--- src/rtl/mmio_input_port.sv ---
// Memory-mapped input port: synchronizes switches and keys, debounces keys,
// latches key-press events, and answers loads with a one-cycle response.
module mmio_input_port #(
    parameter int          DEB_CYCLES  = 50000,
    parameter logic [9:0]  ADDR_SW     = 10'h3F0,
    parameter logic [9:0]  ADDR_KEYLVL = 10'h3F1,
    parameter logic [9:0]  ADDR_KEYEVT = 10'h3F2
) (
    input  logic        I_CLOCK,
    input  logic        I_LOCK,
    input  logic [9:0]  I_SW,
    input  logic [3:0]  I_KEY,
    input  logic        I_ReadEn,
    input  logic [9:0]  I_Addr,
    output logic        O_Hit,
    output logic        O_ReadValid,
    output logic [15:0] O_ReadData,
    output logic        O_KeyIrq
);

    localparam logic [15:0] DEB_MAX = 16'(DEB_CYCLES - 1);

    logic [9:0]  sw_meta_reg, sw_sync_reg;
    logic [3:0]  key_meta_reg, key_sync_reg;
    logic [3:0]  stable_key_reg, stable_key_next, stable_dly_reg;
    logic [3:0]  evt_reg, evt_next, press, clr;
    logic        irq_reg;
    logic        read_valid_reg;
    logic [15:0] read_data_reg, read_data_next;
    logic        read_fire;

    assign O_Hit     = (I_Addr == ADDR_SW) || (I_Addr == ADDR_KEYLVL) || (I_Addr == ADDR_KEYEVT);
    assign read_fire = I_ReadEn && O_Hit;

    // Two-stage synchronizers; keys reset to the released (high) level.
    always_ff @(negedge I_CLOCK) begin
        if (!I_LOCK) begin
            sw_meta_reg  <= '0;
            sw_sync_reg  <= '0;
            key_meta_reg <= 4'hF;
            key_sync_reg <= 4'hF;
        end else begin
            sw_meta_reg  <= I_SW;
            sw_sync_reg  <= sw_meta_reg;
            key_meta_reg <= I_KEY;
            key_sync_reg <= key_meta_reg;
        end
    end

    generate
        for (genvar gi = 0; gi < 4; gi++) begin : g_deb
            logic [15:0] cnt_reg, cnt_next;
            logic        differ;

            // Count consecutive differing cycles; accept on the DEB_CYCLES-th one.
            assign differ              = key_sync_reg[gi] != stable_key_reg[gi];
            assign stable_key_next[gi] = (differ && cnt_reg == DEB_MAX) ? key_sync_reg[gi]
                                                                        : stable_key_reg[gi];
            assign cnt_next            = (differ && cnt_reg != DEB_MAX) ? cnt_reg + 16'd1 : 16'd0;

            always_ff @(negedge I_CLOCK) begin
                if (!I_LOCK) begin
                    cnt_reg <= '0;
                end else begin
                    cnt_reg <= cnt_next;
                end
            end
        end
    endgenerate

    assign press    = stable_dly_reg & ~stable_key_reg;
    assign clr      = (read_fire && I_Addr == ADDR_KEYEVT) ? evt_reg : 4'h0;
    assign evt_next = (evt_reg & ~clr) | press;

    always_comb begin
        read_data_next = read_data_reg;
        if (read_fire) begin
            if (I_Addr == ADDR_SW) begin
                read_data_next = {6'b0, sw_sync_reg};
            end else if (I_Addr == ADDR_KEYLVL) begin
                read_data_next = {12'b0, ~stable_key_reg};
            end else begin
                read_data_next = {12'b0, evt_reg};
            end
        end
    end

    always_ff @(negedge I_CLOCK) begin
        if (!I_LOCK) begin
            stable_key_reg <= 4'hF;
            stable_dly_reg <= 4'hF;
            evt_reg        <= '0;
            irq_reg        <= 1'b0;
            read_valid_reg <= 1'b0;
            read_data_reg  <= '0;
        end else begin
            stable_key_reg <= stable_key_next;
            stable_dly_reg <= stable_key_reg;
            evt_reg        <= evt_next;
            irq_reg        <= |evt_next;
            read_valid_reg <= read_fire;
            read_data_reg  <= read_data_next;
        end
    end

    assign O_ReadValid = read_valid_reg;
    assign O_ReadData  = read_data_reg;
    assign O_KeyIrq    = irq_reg;

endmodule

--- config.mk ---
export PLATFORM = sky130hd
export DESIGN_NAME = mmio_input_port
export DESIGN_NICKNAME = d
export VERILOG_FILES = /design/src/rtl/mmio_input_port.sv
export SDC_FILE = /design/constraint.sdc
export NUM_CORES = 1
export LEC_CHECK = 0
export ABC_AREA = 1
export BUFFER_PORTS_ARGS = -buffer_cell sky130_fd_sc_hd__buf_4
export CAP_MARGIN = 0
export CORE_MARGIN = 8
export CORE_UTILIZATION = 59
export DETAILED_ROUTE_END_ITERATION = 8
export MAX_ROUTING_LAYER = met4
export PLACE_DENSITY = 0.76
export REMOVE_ABC_BUFFERS = 1
export SYNTH_ARGS = -nofsm -noshare
export SYNTH_HDL_FRONTEND = slang
export SYNTH_SLANG_ARGS = --single-unit
export TNS_END_PERCENT = 30
--- constraint.sdc ---
create_clock -name I_CLOCK -period 1.8 [get_ports I_CLOCK]
set_clock_uncertainty 0.2 [all_clocks]
set_input_delay 0.27 -clock I_CLOCK [delete_from_list [all_inputs] [get_ports I_CLOCK]]
set_output_delay 0.27 -clock I_CLOCK [all_outputs]
set_load 0.02 [all_outputs]
======== Yosys cells after proc, flatten, opt, wreduce, memory -nomap -nowiden ========
Cells that the tools add are included.
W data, S select, Z words.
word-level totals
  output and inout port bits .............. 19
  register bits ........................... 122
  word-level logic and storage cells ...... 61
cells by class
  reduce and logical (&&, ||, !) cells .... 17
  equal/unequal tests ..................... 15
  mux-type cells .......................... 3
  $add $sub $neg .......................... 4
  bitwise logic cells ..................... 5
operators by type and width
  kind                     count
  $add A16 B1 Y16 const B  4
  $eq A16 B16 Y1 const B   4
  $ne A16 B16 Y1 const B   4
  $eq A10 B10 Y1 const B   3
  $logic_and A1 B1 Y1      10
  $mux W10                 1
  $and A4 B4 Y4            2
  $mux W4                  2
  $not A4 Y4               2
  $reduce_and A2 Y1        4
  $ne A1 B1 Y1             4
  $or A4 B4 Y4             1
  $reduce_or A4 Y1         1
  $logic_or A1 B1 Y1       2

======== Longest topological paths before layout ========
Gate-level depths: netlist (run 1).
  depth in word-level cells ............... 10
  gate-level depth with buffers ........... 9
  mapped depth without buffers ............ 9

==> results of run 1 <==
==> cell type report <==
| cell class | instances | area (um^2) |
|---|---|---|
| Inverter | 89 | 339 |
| Sequential cell | 116 | 2340 |
| Clock inverter | 131 | 578 |
| Multi-Input combinational cell | 444 | 2520 |
| Fill cell | 400 | 1150 |
| Clock buffer | 17 | 414 |
| Timing Repair Buffer | 83 | 738 |
| Tap cell | 105 | 131 |
==> path summary, 6_finish.rpt <==
| path | to | cells past startpoint | startpoint |
|---|---|---|---|
| hold reg to reg | sw_sync_reg[5] | 2 | sw_meta_reg[5] |
| setup / recovery | O_ReadData[0] | 1 | O_ReadData[0] |
| hold / removal | sw_sync_reg[5] | 2 | sw_meta_reg[5] |
| setup reg to reg | g_deb[3].cnt_reg[9] | 9 | g_deb[3].cnt_reg[0] |
==> Yosys cell counts (all sizes together) <==
| master | n | share of area (%) |
|---|---|---|
| a21oi | 34 | 3.9 |
| nor2 | 80 | 7.1 |
| nand3 | 70 | 7.3 |
| or2 | 14 | 1.8 |
| inv | 90 | 6.8 |
| a31oi | 2 | 0.25 |
| conb | 1 | 0.075 |
| nand4 | 19 | 2.5 |
| nor3 | 33 | 3.6 |
| nand3b | 6 | 0.90 |
| buf | 14 | 2.2 |
| ha | 4 | 1.0 |
| nor4 | 4 | 0.93 |
| xor2 | 9 | 1.6 |
| nand2 | 148 | 11 |
| and3 | 1 | 0.13 |
| clkbuf | 3 | 0.23 |
| dfxtp | 116 | 46 |
| o21ai | 8 | 0.80 |
| xnor2 | 6 | 1.1 |
==> report_power, final <==
part	internal (mW)	total, mW	leakage, nW	switching, mW
Sequential	2.61	2.63	0.948	0.0179
Clock	2.13	4.67	0.897	2.54
Combinational	0.105	0.238	1.51	0.134
==> cell families (layout without fill, tap and decap cells) <==
group	count (synthesis)	count (layout)	synth area share [%]
AND/OR/NAND/NOR	375	375	35.7
flip-flops	116	116	46.5
XOR/XNOR	15	15	2.63
AO/OA/AOI/OAI	44	44	4.98
other	1	6	0.0751
adder cells (fa/ha/maj)	4	4	1.00
buffers and inverters	107	320	9.14
==> per-stage QoR <==
stage	area (um^2)	hold WS, ns
floorplan	4890	0.190
global placement	5600	0.191
detailed placement	5600	0.198
CTS	6830	0.199
global route	7060	0.223
finish	7060	0.211
==> routing by layer <==
metal	GRT usage (%)	up-vias
li1	-	2537
met1	26.4	2591
met2	42.3	489
met3	11.8	190
met4	21.3	0
met5	-	-
==> timing repair <==
action / in CTS / in global routing
endpoints found under the hold margin: 0 / 0
gates cloned: 1 / 0
gates resized for setup: 66 / 53
setup buffers: 7 / 5
pin swaps: 18 / 11
endpoints found under the setup margin: 58 / 98
==> flow_summary.ini, run 1 <==
[route]
drt_pass1_iterations = 9
drc = 25
drtIter0Drc = 659
wl_um = 18300
antenna_left = 0
drt-met1-wl_um = 6410
wl_per_cell_um = 18.6
viasPerCell = 5.90
vias = 5807
wl_met3_um = 1920
highest_layer = met4
wl_met2_um = 8480

[sta]
timing.final.hold_violations = 0
setup_ws_ns = -0.621
rsz0062_at_grt = yes
slew_violations = 0
relSlewSlack_pct = 60.0
finalSetupViolCount = 66
finalSetupTns_ns = -11.44
worstMarginPinSlew_ns = 0.594

[placed_design]
hpwlAfterDp_um = 7600
place_ws_ns = -0.705
place_congestion = 0.905
dpl.cell_count = 828
io_buffers = 39

[clock_tree]
holdBufCountCts = 0
clkTransAtPathRegs_ns = 0.09
cts_tree = built
numCtsBuffers = 17
h-tree-depth = 4
clkLatencyLatePin_ns = 0.55
clk_path_buf_depth = 2
cts_sinks = 116
cts_root_buffer = clkbuf_8

[global_route]
grt_usage_pct = 27.3
antenna_found_initial = 0
grt-ovfl-total = 0
grt_pass1_wl_um = 24600
grt_start_max_net_pins = 17
grt_pass1_vias = 5667

[setup_path]
worstPathCellList = buf_6
worstSetupPathType = reg2out
arrival_ns = 1.95
cp-end-kind = primary output
path_buf_inv = 1
cpMaxStageDelayCell = dfxtp_2
start_kind = register
slowest_delay_ns = 0.37
worstPathRequired_ns = 1.33
r2r_setup_slack_ns = -0.12
path_max_fanout = 2
crit_family = flip-flops

[finish]
drive_above_1_share_pct = 27.3
nets = 898
final_cell_mix = inv_1 (197), nand2_1 (129), dfxtp_1 (102)
n_antenna_cell = 0
final_cells = 985
largest_register_ffs = 64
final_common_cell = inv_1
syn_to_final_growth_pct = 41.4
final_util_pct = 86.0

[die]
fp.coreArea_um2 = 8220
die-area_um2 = 11700
die_h_um = 108
start_util_pct = 60.8
num_rows = 33
die_x_um = 108
pin_count = 46

[power]
ir_drop_v = 0.000816
p_leak_nw = 3.36
p_per_area_nw_per_um2 = 1070
power_mw = 7.54

[synth]
synth.cell_area_um2 = 4990
synthDistinctLibCells = 35
syn_inst = 662
postSynthRegisterBits = 116
syn_avg_cell_area_um2 = 7.55
yosysWarnings = 0
seq_area_frac_synth_pct = 46.5

[min_path]
hp-class = reg2reg

[status]
outcome = finished, violations left
violations = DRC, setup timing

[job]
cap_violations = 0
Note: power is estimated with default switching activity, not from simulation.
==> inputs of run 2 (changes only) <==
--- a/config.mk
+++ b/config.mk
@@ -5,14 +5,14 @@
 export SDC_FILE = /design/constraint.sdc
 export NUM_CORES = 1
 export LEC_CHECK = 0
-export ABC_AREA = 1
+export ABC_AREA = 0
 export BUFFER_PORTS_ARGS = -buffer_cell sky130_fd_sc_hd__buf_4
 export CAP_MARGIN = 0
 export CORE_MARGIN = 8
-export CORE_UTILIZATION = 59
+export CORE_UTILIZATION = 52
 export DETAILED_ROUTE_END_ITERATION = 8
 export MAX_ROUTING_LAYER = met4
-export PLACE_DENSITY = 0.76
+export PLACE_DENSITY = 0.71
 export REMOVE_ABC_BUFFERS = 1
 export SYNTH_ARGS = -nofsm -noshare
 export SYNTH_HDL_FRONTEND = slang
==> constraint.sdc (replaced) <==
create_clock -name I_CLOCK -period 2 [get_ports I_CLOCK]
set_clock_uncertainty 0.2 [all_clocks]
set_input_delay 0.3 -clock I_CLOCK [delete_from_list [all_inputs] [get_ports I_CLOCK]]
set_output_delay 0.3 -clock I_CLOCK [all_outputs]
set_load 0.02 [all_outputs]
==> run 2 against run 1 <==
  * The run ends with setup timing left
  * Hold slack lost 0.016 ns
  * Register-to-register slack gained 0.32 ns
  * Clock power shrank 7.9%
  * Sequential power shrank 9.9%
  * Combinational power shrank 37%
  * Critical path type unchanged
==> flow_summary.ini, run 2 <==
[status]
outcome = finished, violations left
violations = setup timing

[power]
ir_drop_v = 0.000609
p_per_area_nw_per_um2 = 1080
p_leak_nw = 2.80
power_mw = 6.81

[setup_path]
ff2ff_path_depth = 4
worstPathRequired_ns = 1.50
r2r_setup_slack_ns = 0.20
worstPathCellList = buf_6
crit_start = O_ReadData[2]
start_kind = register
path_max_fanout = 2
r2r_start = g_deb[3].cnt_reg[8]
cp-end-kind = primary output
crit_family = flip-flops
slowest_delay_ns = 0.36
r2r_end = g_deb[3].cnt_reg[15]
worstSetupPathType = reg2out
path_buf_inv = 1
cpMaxStageDelayCell = dfxtp_2
arrival_ns = 2.00

[clock_tree]
cts_tree = built
cts_sinks = 116
cts_root_buffer = clkbuf_8
clk_path_buf_depth = 2
numCtsBuffers = 17
clkLatencyLatePin_ns = 0.53
h-tree-depth = 4
clkTransAtPathRegs_ns = 0.06

[synth]
seq_area_frac_synth_pct = 50.8
yosysWarnings = 0
synth_edf_count = 0
postSynthRegisterBits = 116
yosys-top-cells-area = dfxtp_1 (51%), xnor2_1 (6.7%), nor2_1 (5.7%), xor2_1 (4.2%), and2_1 (3.4%)
yosysTopAreaCell = dfxtp_1
yosysMostFrequentCell = dfxtp_1
syn_inst = 484
synth.cell_area_um2 = 4570
synthFlopType = dfxtp_1
synth_top_area_share_pct = 50.8
synth_common_cells = dfxtp_1 (116), nor2_1 (69), xnor2_1 (35)
syn_avg_cell_area_um2 = 9.44
async_flop_share_pct = 0
synthDistinctLibCells = 40

[sta]
slew_violations = 0
finalSetupViolCount = 26
holdWs_ns = 0.195
finalSetupTns_ns = -7.39
setup_ws_ns = -0.501
timing.final.hold_violations = 0
rsz0062_at_grt = yes

[min_path]
hp-start = key_meta_reg[2]
hp-class = reg2reg
holdPathEnd = key_sync_reg[2]
min_path_cells = 1

[route]
drt_pass1_iterations = 4
drc = 0
viasPerCell = 5.09
wl_um = 10800
vias = 4003
drtIter0Drc = 204
antenna_left = 0
wl_per_cell_um = 13.7

[die]
fp.coreArea_um2 = 8640
num_rows = 34
die-area_um2 = 12000
start_util_pct = 52.9
die_h_um = 110
pin_count = 46
die_x_um = 110

[placed_design]
place_congestion = 0.836
dpl.cell_count = 638
place_ws_ns = -0.830
io_buffers = 39
hpwlAfterDp_um = 6150
place_area_um2 = 5120

[job]
cap_violations = 0

[finish]
final_cell_mix = inv_1 (132), dfxtp_1 (104), nor2_1 (69)
final_util_pct = 73.0
drive_above_1_share_pct = 16.6
finalInstanceArea_um2 = 6300
nets = 698
syn_to_final_growth_pct = 38.0
final_cells = 787
n_antenna_cell = 0
final_common_cell = inv_1
largest_register_ffs = 64

[global_route]
grt-ovfl-total = 0
use_met1_pct = 19.4
use_met2_pct = 30.2
met3_usage_pct = 8.09
grt_usage_pct = 19.8
antenna_found_initial = 0
grt_pass1_vias = 4391
grt_pass1_wl_um = 18200
grt_start_max_net_pins = 22
busiest_layer = met2
-- run 2: cell count changes in the layout (fill, tap and decap cells not counted), moves of 22 or more --
cell / previous run / this run
inv_1: 197 / 132
xnor2_1: 6 / 35
and2_1: 0 / 24
nor2_2: 22 / 0
nand3_1: 54 / 26
nand2_1: 129 / 22
-- run 2: worst max path at each step --
stage,to,slack (ns),cells past startpoint
final,O_ReadData[2],-0.50,1
after global placement,O_ReadData[9],-0.74,5
after global routing,O_ReadData[2],-0.54,1
after CTS,O_ReadData[2],-0.48,1
after detailed placement,O_ReadData[4],-0.83,5
after floorplan,O_ReadData[4],-0.59,4
-- run 2: final cells by class --
cell class	instances	area [um^2]
Tap cell	108	135
Inverter	15	56.3
Clock inverter	130	664
Timing Repair Buffer	60	553
Clock buffer	17	414
Multi-Input combinational cell	341	2140
Sequential cell	116	2340
Fill cell	617	2330
-- run 2: routing by layer --
layer	share of wire, %	vias up
met1	42	1864
met2	51	102
met5	0	-
li1	-	2020
met3	5.5	17
met4	2.0	0
-- run 2: where the power goes --
group          leakage (nW)  internal (mW)  switching (mW)
Sequential            0.947           2.36          0.0113
Clock                 0.930           2.57            1.72
Combinational         0.923         0.0775          0.0719
Total                  2.80           5.01            1.81
-- run 2: cells by family (layout without fill, tap and decap cells) --
| kind of cell | count (synthesis) | after routing | synth area share (%) |
|---|---|---|---|
| simple gates | 243 | 243 | 28.7 |
| flops | 116 | 116 | 50.8 |
| xor+xnor | 57 | 57 | 10.9 |
| buf+inv | 32 | 222 | 3.12 |
| compound gates | 26 | 26 | 4.14 |
| mux | 5 | 5 | 1.10 |
| fa+ha+maj | 4 | 4 | 1.10 |
| other cells | 1 | 6 | 0.0821 |
-- run 2: timing repair --
| action | in CTS | in global routing |
|---|---|---|
| setup buffers | 2 | 1 |
| pin swaps | 7 | 5 |
| hold buffers | 0 | 0 |
| gates resized for setup | 30 | 1 |
| endpoints found under the setup margin | 22 | 28 |
